File: config.mk
export PLATFORM = sky130hd
export DESIGN_NAME = fetch_sequencer
export DESIGN_NICKNAME = d
export VERILOG_FILES = /design/src/rtl/fetch_pkg.sv /design/src/rtl/fetch_sequencer_pc_update.sv /design/src/rtl/fetch_sequencer.sv
export SDC_FILE = /design/constraint.sdc
export NUM_CORES = 1
export LEC_CHECK = 0
export ABC_CLOCK_PERIOD_IN_PS = 6300
export BUFFER_PORTS_ARGS = -buffer_cell sky130_fd_sc_hd__clkbuf_2
export CORE_MARGIN = 8
export CORE_UTILIZATION = 35
export DETAILED_ROUTE_END_ITERATION = 10
export RECOVER_POWER = 100
export SLEW_MARGIN = 30
export SYNTH_ARGS = -nofsm -noshare
export SYNTH_HDL_FRONTEND = slang
export SYNTH_HIERARCHICAL = 1
export SYNTH_SLANG_ARGS = --single-unit
File: constraint.sdc
create_clock -name clk -period 6.3 [get_ports clk]
set_clock_uncertainty 0.1 [all_clocks]
set_input_delay 0.315 -clock clk [delete_from_list [all_inputs] [get_ports clk]]
set_output_delay 0.315 -clock clk [all_outputs]
set_load 0.05 [all_outputs]
File: src/rtl/fetch_pkg.sv
// Shared types and constants for the instruction-fetch sequencer.
package fetch_pkg;

  localparam int ADDR_W = 32;
  localparam logic [ADDR_W-1:0] PC_INC = ADDR_W'(4);

  typedef enum logic [1:0] {
    RST,
    REQ,
    WAIT,
    HOLD
  } fetch_state_t;

  function automatic logic [ADDR_W-1:0] wordAlign(input logic [ADDR_W-1:0] addr);
    return addr & ~ADDR_W'(3);
  endfunction

endpackage

File: src/rtl/fetch_sequencer_pc_update.sv
// Fetch PC register: reset vector, redirect load or word increment.
module pc_update
  import fetch_pkg::*;
#(
  parameter logic [ADDR_W-1:0] RESET_VECTOR = '0
) (
  input  logic              clk,
  input  logic              reset,
  input  logic              load,
  input  logic              inc,
  input  logic [ADDR_W-1:0] target,
  output logic [ADDR_W-1:0] pc
);

  logic [ADDR_W-1:0] pc_q, pc_d;

  // A redirect always wins over the sequential increment.
  always_comb begin
    pc_d = pc_q;
    if (load) begin
      pc_d = wordAlign(target);
    end else if (inc) begin
      pc_d = pc_q + PC_INC;
    end
  end

  always_ff @(posedge clk) begin
    if (reset) begin
      pc_q <= wordAlign(RESET_VECTOR);
    end else begin
      pc_q <= pc_d;
    end
  end

  assign pc = pc_q;

endmodule

File: src/rtl/fetch_sequencer.sv
// Instruction-fetch sequencer: request/wait/hold FSM with branch redirect.
// Define FETCH_TIMEOUT_EN to add a wait-state timeout that pulses fetch_err.
module fetch_sequencer
  import fetch_pkg::*;
#(
  parameter logic [ADDR_W-1:0] RESET_VECTOR   = 32'h0000_0000,
  parameter int                TIMEOUT_CYCLES = 16
) (
  input  logic              clk,
  input  logic              reset,
  input  logic              branch_valid,
  input  logic [ADDR_W-1:0] branch_target,
  input  logic              stall,
  output logic              imem_req,
  output logic [ADDR_W-1:0] imem_addr,
  input  logic              imem_ack,
  input  logic [ADDR_W-1:0] imem_rdata,
  output logic              instr_valid,
  output logic [ADDR_W-1:0] instr,
  output logic [ADDR_W-1:0] instr_pc,
  output logic [ADDR_W-1:0] pc,
  output logic              fetch_err
);

  fetch_state_t      state_q, state_d;
  logic [ADDR_W-1:0] instr_q, instr_d;
  logic [ADDR_W-1:0] instrPc_q, instrPc_d;
  logic              instrValid_q, instrValid_d;
  logic              redirectPending_q, redirectPending_d;
  logic [ADDR_W-1:0] redirectTarget_q, redirectTarget_d;
  logic              pcLoad, pcInc;
  logic [ADDR_W-1:0] pcTarget, alignedTarget;

  assign alignedTarget = wordAlign(branch_target);

`ifdef FETCH_TIMEOUT_EN
  localparam int CNT_W = (TIMEOUT_CYCLES > 1) ? $clog2(TIMEOUT_CYCLES) : 1;
  localparam logic [CNT_W-1:0] CNT_LAST = CNT_W'(TIMEOUT_CYCLES - 1);
  logic [CNT_W-1:0] timeoutCnt_q, timeoutCnt_d;
  logic             fetchErr_q, fetchErr_d;
  logic             timeoutHit;

  assign timeoutHit = (state_q == WAIT) && !imem_ack && (timeoutCnt_q == CNT_LAST);
  assign fetch_err  = fetchErr_q;
`else
  assign fetch_err = 1'b0;
`endif

  always_comb begin
    state_d           = state_q;
    instr_d           = instr_q;
    instrPc_d         = instrPc_q;
    instrValid_d      = instrValid_q;
    redirectPending_d = redirectPending_q;
    redirectTarget_d  = redirectTarget_q;
    pcLoad            = 1'b0;
    pcInc             = 1'b0;
    pcTarget          = alignedTarget;
    imem_req          = 1'b0;
`ifdef FETCH_TIMEOUT_EN
    fetchErr_d        = 1'b0;
    timeoutCnt_d      = '0;
`endif

    case (state_q)
      RST: state_d = REQ;

      REQ, WAIT: begin
        imem_req = 1'b1;
        // A branch arriving with the ack (or before any wait) restarts at once.
        if (branch_valid && (imem_ack || state_q == REQ)) begin
          pcLoad            = 1'b1;
          instrValid_d      = 1'b0;
          redirectPending_d = 1'b0;
          state_d           = REQ;
        end else if (branch_valid) begin
          redirectPending_d = 1'b1;
          redirectTarget_d  = alignedTarget;
        end else if (imem_ack && redirectPending_q) begin
          pcLoad            = 1'b1;
          pcTarget          = redirectTarget_q;
          redirectPending_d = 1'b0;
          state_d           = REQ;
        end else if (imem_ack) begin
          instr_d      = imem_rdata;
          instrPc_d    = pc;
          instrValid_d = 1'b1;
          pcInc        = 1'b1;
          state_d      = HOLD;
        end else begin
          state_d = WAIT;
        end
      end

      HOLD: begin
        if (branch_valid) begin
          pcLoad       = 1'b1;
          instrValid_d = 1'b0;
          state_d      = REQ;
        end else if (!stall) begin
          instrValid_d = 1'b0;
          state_d      = REQ;
        end
      end

      default: state_d = RST;
    endcase

`ifdef FETCH_TIMEOUT_EN
    if (state_q == WAIT && state_d == WAIT) begin
      timeoutCnt_d = timeoutCnt_q + CNT_W'(1);
    end
    // Retry from the same pc, but never lose a redirect that was latched meanwhile.
    if (timeoutHit) begin
      fetchErr_d   = 1'b1;
      timeoutCnt_d = '0;
      state_d      = REQ;
      if (redirectPending_d) begin
        pcLoad            = 1'b1;
        pcTarget          = redirectTarget_d;
        redirectPending_d = 1'b0;
      end
    end
`endif
  end

  always_ff @(posedge clk) begin
    if (reset) begin
      state_q           <= RST;
      instr_q           <= '0;
      instrPc_q         <= '0;
      instrValid_q      <= 1'b0;
      redirectPending_q <= 1'b0;
      redirectTarget_q  <= '0;
`ifdef FETCH_TIMEOUT_EN
      timeoutCnt_q      <= '0;
      fetchErr_q        <= 1'b0;
`endif
    end else begin
      state_q           <= state_d;
      instr_q           <= instr_d;
      instrPc_q         <= instrPc_d;
      instrValid_q      <= instrValid_d;
      redirectPending_q <= redirectPending_d;
      redirectTarget_q  <= redirectTarget_d;
`ifdef FETCH_TIMEOUT_EN
      timeoutCnt_q      <= timeoutCnt_d;
      fetchErr_q        <= fetchErr_d;
`endif
    end
  end

  pc_update #(
    .RESET_VECTOR(RESET_VECTOR)
  ) u_pc_update (
    .clk   (clk),
    .reset (reset),
    .load  (pcLoad),
    .inc   (pcInc),
    .target(pcTarget),
    .pc    (pc)
  );

  assign imem_addr   = pc;
  assign instr       = instr_q;
  assign instr_pc    = instrPc_q;
  assign instr_valid = instrValid_q;

endmodule

# Yosys cells after proc, flatten, opt, wreduce, memory -nomap -nowiden

Cells that the tools add are included.

Eq/ne operators: 7
Bitwise gates (word level): 3
Reductions and logical operators: 14
$add $sub $neg: 1
Multiplexer cells: 34

Operators with widths:

| cell                                                            | number |
|---|---|
| 32-bit two-way mux                                              | 6 |
| 32-bit by 3-bit adder with 32-bit output, second input constant | 1 |
| 1-bit two-way mux                                               | 20 |
| 3-bit != test, second input constant                            | 4 |
| 2-bit two-way mux                                               | 5 |
| 5-bit AND reduction                                             | 2 |
| 2-bit case mux with 3 select lines                              | 1 |
| 2-bit == test, second input constant                            | 2 |
| 1-bit case mux with 2 select lines                              | 2 |
| 2-bit AND reduction                                             | 2 |
| 2-bit nonzero test                                              | 2 |
| 2-bit OR reduction                                              | 2 |
| 1-bit NOT                                                       | 3 |
| 3-bit AND reduction                                             | 1 |
| 3-bit nonzero test                                              | 1 |
| 2-bit by 1-bit == test with 1-bit output, second input constant | 1 |
| 1-bit logical AND                                               | 2 |
| 2-bit logical NOT                                               | 1 |
| 1-bit logical OR                                                | 1 |

Input bits: 69
Flip-flop bits (word level): 130

# Depth between registers and ports, before layout

Depth in word-level cells: 7
Mapped depth: 11
Gate-level depth less buffers: 9

# Cells and area by module

Netlist, hierarchy kept.

Modules (own cells, without submodules):

| module          | area an instance (µm²) | cells each | times used |
|---|---|---|---|
| fetch_sequencer | 4165.2                 | 517        | 1 |
| pc_update       | 1929.4                 | 251        | 1 |

# Worst setup path before layout

No wires, ideal clock.

Path type: register to register
Start point: register state_q[0]
End point: register u_pc_update.pc_q[16] (netlist: u_pc_update/pc[16])
Stages on the path, launching flop included: 11
Clock period less this slack: 3.020 ns
Arrival: 2.829 ns
Setup slack: 3.280 ns
Path buffers: 3
Cell sequence: dfxtp_1 inv_1 ha_1 clkbuf_2 nand4bb_1 inv_1 clkbuf_1 buf_2 nand2_1 or4_1 a311oi_1

Cells in the longest elaborated chain, start to end: 6

RTL lines:

| what                                     | line                                         | text |
|---|---|---|
| start, declared                          | fetch_sequencer.sv:25                        | `fetch_state_t state_q, state_d;` |
| start signal, assigned                   | fetch_sequencer.sv:140                       | `state_q <= state_d;` |
| 2-bit by 1-bit == test with 1-bit output | fetch_sequencer.sv:65, fetch_sequencer.sv:71 |  |
| 1-bit logical OR                         | fetch_sequencer.sv:71                        | `if (branch_valid && (imem_ack \|\| state_q == REQ)) begin` |
| 1-bit logical AND                        | fetch_sequencer.sv:71                        |  |
| 1-bit two-way mux                        | fetch_sequencer.sv:71                        |  |
| 1-bit two-way mux (*)                    | fetch_sequencer.sv:65                        | `case (state_q)` |
| net pcInc                                | fetch_sequencer.sv:31                        | `logic pcLoad, pcInc;` |
| 2-bit nonzero test (no source line) (*)  | n/a                                          |  |
| end signal, assigned                     | fetch_sequencer_pc_update.sv:29              | `pc_q <= wordAlign(RESET_VECTOR);` |
| end signal, assigned                     | fetch_sequencer_pc_update.sv:31              | `pc_q <= pc_d;` |
| end, declared                            | fetch_sequencer_pc_update.sv:15              | `logic [ADDR_W-1:0] pc_q, pc_d;` |

Mark *: on every way through the listed nets, which the timed path passes. The rest lies on a longest branch.
A chain may end at the register's enable or synchronous reset.

# Worst setup path in the final report

Start point: register state_q[0]
End point: register instrPc_q[21] (netlist: instr_pc[21])

Cells in the longest elaborated chain, start to end: 5

RTL lines:

| what                                     | line                                         | text |
|---|---|---|
| 2-bit by 1-bit == test with 1-bit output | fetch_sequencer.sv:65, fetch_sequencer.sv:71 |  |
| 1-bit logical OR                         | fetch_sequencer.sv:71                        |  |
| 1-bit logical AND                        | fetch_sequencer.sv:71                        |  |
| 1-bit NOT (no source line)               | n/a                                          |  |
| 5-bit AND reduction (no source line) (*) | n/a                                          |  |
| end signal, assigned                     | fetch_sequencer.sv:142                       | `instrPc_q <= instrPc_d;` |
| end, declared                            | fetch_sequencer.sv:27                        | `logic [ADDR_W-1:0] instrPc_q, instrPc_d;` |

Mark *: on every way between the ends. The rest lies on a longest branch, timed or not.

==> impl_metrics.py <==
metrics = {
    "routing": {
        "wl_um": 18500,
        "first_pass_iters": 4,
        "wl_per_cell_um": 16.2,
        "vias_per_cell": 5.01,
        "dr_total_vias": 5729,
        "ant_nets": 0,
        "drc": 0,
        "drt_iter0_markers": 430,
    },
    "timing": {
        "fin_tns_setup_ns": 0,
        "relSlewSlack_pct": -97.4,
        "tightest_slew_ns": 2.96,
        "hold_slack_ns": 0.0215,
        "drv_slew": 96,
        "report.final.hold_viol_count": 0,
        "rsz0062_at_grt": "false",
        "fmax_mhz": 268,
        "finalCritPeriodShare_pct": 59.3,
        "period_needed_ns": 3.73,
        "finalSetupViolCount": 0,
    },
    "clock_network": {
        "htree_num_levels": 4,
        "clock_sinks": 128,
        "root_buffer": "clkbuf_16",
        "clock_latency_ns": 0.42,
        "cts.path.max_buffers": 2,
        "cts_setup_buffers": 0,
        "cts_tree": "built",
        "cts_buffers": 17,
        "path_clk_slew_ns": 0.06,
    },
    "setup_path": {
        "critPathLaunchType": "flip-flop",
        "cp_top_family": "buffers and inverters",
        "crit_start": "state_q[0]$_SDFFE_PP0P_",
        "path_cells": "inv_1, ha_1, nand4bb_2, clkbuf_1, nand2_1, a21oi_1",
        "reg2reg_slack_ns": 2.57,
        "crit_required_ns": 6.53,
        "cp.depth": 6,
        "crit_type": "flip-flop to flip-flop",
        "r2r-start": "state_q[0]$_SDFFE_PP0P_",
        "slowest_delay_ns": 2.10,
        "slowest_stage": "clkbuf_1",
        "arrival_ns": 3.97,
        "path_buf_inv": 2,
        "worst_r2r_path_depth": 6,
        "end_kind": "flip-flop",
        "critPathMaxFanout": 64,
        "r2r-end": "instr_pc[21]$_SDFFE_PP0P_",
    },
    "cells_and_area": {
        "multi_input_area_um2": 2990,
        "fin_area_um2": 7380,
        "antennaDiodeCount": 0,
        "nets": 979,
        "fillCellCount": 1838,
        "regArea_um2": 2560,
        "area_delta_synth_final_pct": 21.1,
        "drive_gt1_share_pct": 14.8,
    },
    "synth": {
        "yosys_warnings": 6,
        "synth.avg_cell_area_um2": 7.94,
        "synth.top_cell.area_share_pct": 42.0,
        "ys_types": 58,
        "ys_seq_area_share_pct": 42.0,
        "synth.area.top_cells": "dfxtp_1 (42%), nand2_1 (13%), a21oi_1 (9.0%)",
        "async_reset_ff_share_pct": 0,
        "synth_top_cell_by_area": "dfxtp_1",
        "ys_ff_latch": 128,
        "synth_area_um2": 6090,
        "yosysMostFrequentCell": "nand2_1",
        "synth_edf_count": 0,
        "synthCells": 768,
        "ys.flop_type": "dfxtp_1",
        "yosys-top-cells-count": "nand2_1 (216), dfxtp_1 (128), a21oi_1 (110), buf_4 (39), mux2_2 (30)",
    },
    "die": {
        "die_w_um": 148,
        "coreArea_um2": 17200,
        "rows": 48,
        "die_y_um": 148,
        "die_area_um2": 21900,
        "io_pins": 200,
        "start_util_pct": 35.5,
    },
    "grt": {
        "grt_overflow_total": 0,
        "antenna_found_initial": 0,
        "grt_pass1_wl_um": 29400,
        "grt_max_degree": 78,
        "grt_usage_pct": 16.7,
        "grt_pass1_vias": 5632,
    },
    "power": {
        "ir_drop_mv": 0.180,
        "cellLeakagePower_nw": 2.57,
        "power_density_nw_per_um2": 318,
    },
    "placement": {
        "routabilityCongestion": 0.787,
        "postPlaceCellArea_um2": 6920,
        "dp_hpwl_um": 12600,
        "portBuffers": 192,
    },
    "hold_path": {
        "min_path_cells": 3,
        "min_path_type": "input port to flip-flop",
        "min_to": "instr[27]$_SDFFE_PP0P_",
        "min_from": "imem_rdata[27]",
    },
    "outcome": {
        "outcome": "finished with violations",
        "violations": "max-capacitance violations, max-slew violations",
    },
    "flow_run": {
        "maxCapViolCount": 2,
    },
}
-- logic make-up after synthesis --
group                    Yosys count  share of synthesized area [%]
buffers and inverters             97                           8.85
AND/OR/NAND/NOR                  336                           25.5
adder cells (fa/ha/maj)            4                          0.821
other                              2                          0.123
AO/OA/AOI/OAI                    158                           15.2
XOR/XNOR                          11                           1.58
flip-flops                       128                           42.0
multiplexers                      32                           5.87
-- per-stage QoR --
stage	total power [mW]	instances	util (%)	setup WS, ns
finish	2.35	1144	43.0	2.57
global route	2.45	1144	43.0	1.95
CTS	2.40	1144	44.1	2.76
detailed placement	1.38	1107	40.3	2.78
global placement	1.37	1107	40.3	2.84
floorplan	1.28	769	-	3.28
-- placed cells by master (no fill, tap or decap), types with 5 or more instances in the layout --
cell type        n
a211oi_1        12
a21oi_1        109
a311oi_1         7
and3_1           8
buf_4            7
clkbuf_1       129
clkbuf_16       17
clkbuf_2        65
dfxtp_1        128
dlygate4sd3_1    5
inv_1            9
mux2_1          10
mux2_2          20
nand2_1        216
nand3_1         12
nand4_1         16
nor2_1          27
nor3_1           6
nor3b_1          7
nor4_1          10
o21ai_0          9
xnor2_1          6
xor2_1           5
-- power breakdown --
part	leakage, nW	total [mW]	internal (mW)	switching (mW)
combinational	1.24	0.426	0.0980	0.328
clock	0.289	1.01	0.633	0.377
sequential	1.04	0.912	0.852	0.0594
total	2.57	2.35	1.58	0.765
-- per-layer routing --
layer | wire length [um] | global-route usage [%] | vias up
met5 | 0 | 0 | -
met3 | 1180 | 4.49 | 20
li1 | - | - | 2886
met1 | 8340 | 20.4 | 2663
met4 | 274 | 6.12 | 0
met2 | 8750 | 27.5 | 160
-- tightest hold or removal path: cells and delay by family --
kind,cells,cell delay [ns]
AOI/OAI and AO/OA,1,0.05
buffers and inverters,1,0.08
and+or+nand+nor,1,0.04
-- area by class of cell --
cell class	instances	share of cell area, %
clock buffers	19	6.00
clock inverters	13	2.20
inverters	10	0.508
multi-input cells	544	40.5
flip-flops and latches	128	34.7
well taps	225	3.81
repair buffers	205	12.3
-- sequential cells by signal, indices dropped and copies added (netlist names) --
register	cells
instr	32
instr_pc	32
instr_valid	1
redirectPending_q	1
redirectTarget_q	30
state_q	2
u_pc_update/pc	30
-- how the worst max path moves through the flow --
stage,to
2_1_floorplan,u_pc_update/pc[16]$_SDFFE_PP0P_
3_3_place_gp,u_pc_update/pc[29]$_SDFFE_PP0P_
3_5_place_dp,u_pc_update/pc[29]$_SDFFE_PP0P_
4_1_cts,u_pc_update/pc[29]$_SDFFE_PP0P_
5_1_grt,instr[27]$_SDFFE_PP0P_
6_report,instr_pc[21]$_SDFFE_PP0P_
-- what timing repair did --
action,4_1_cts,5_1_grt
resized for setup,0,0
setup endpoints to repair,0,0
hold buffers,5,0
endpoints found under the hold margin,5,0
(Power assumes the default switching activity.)
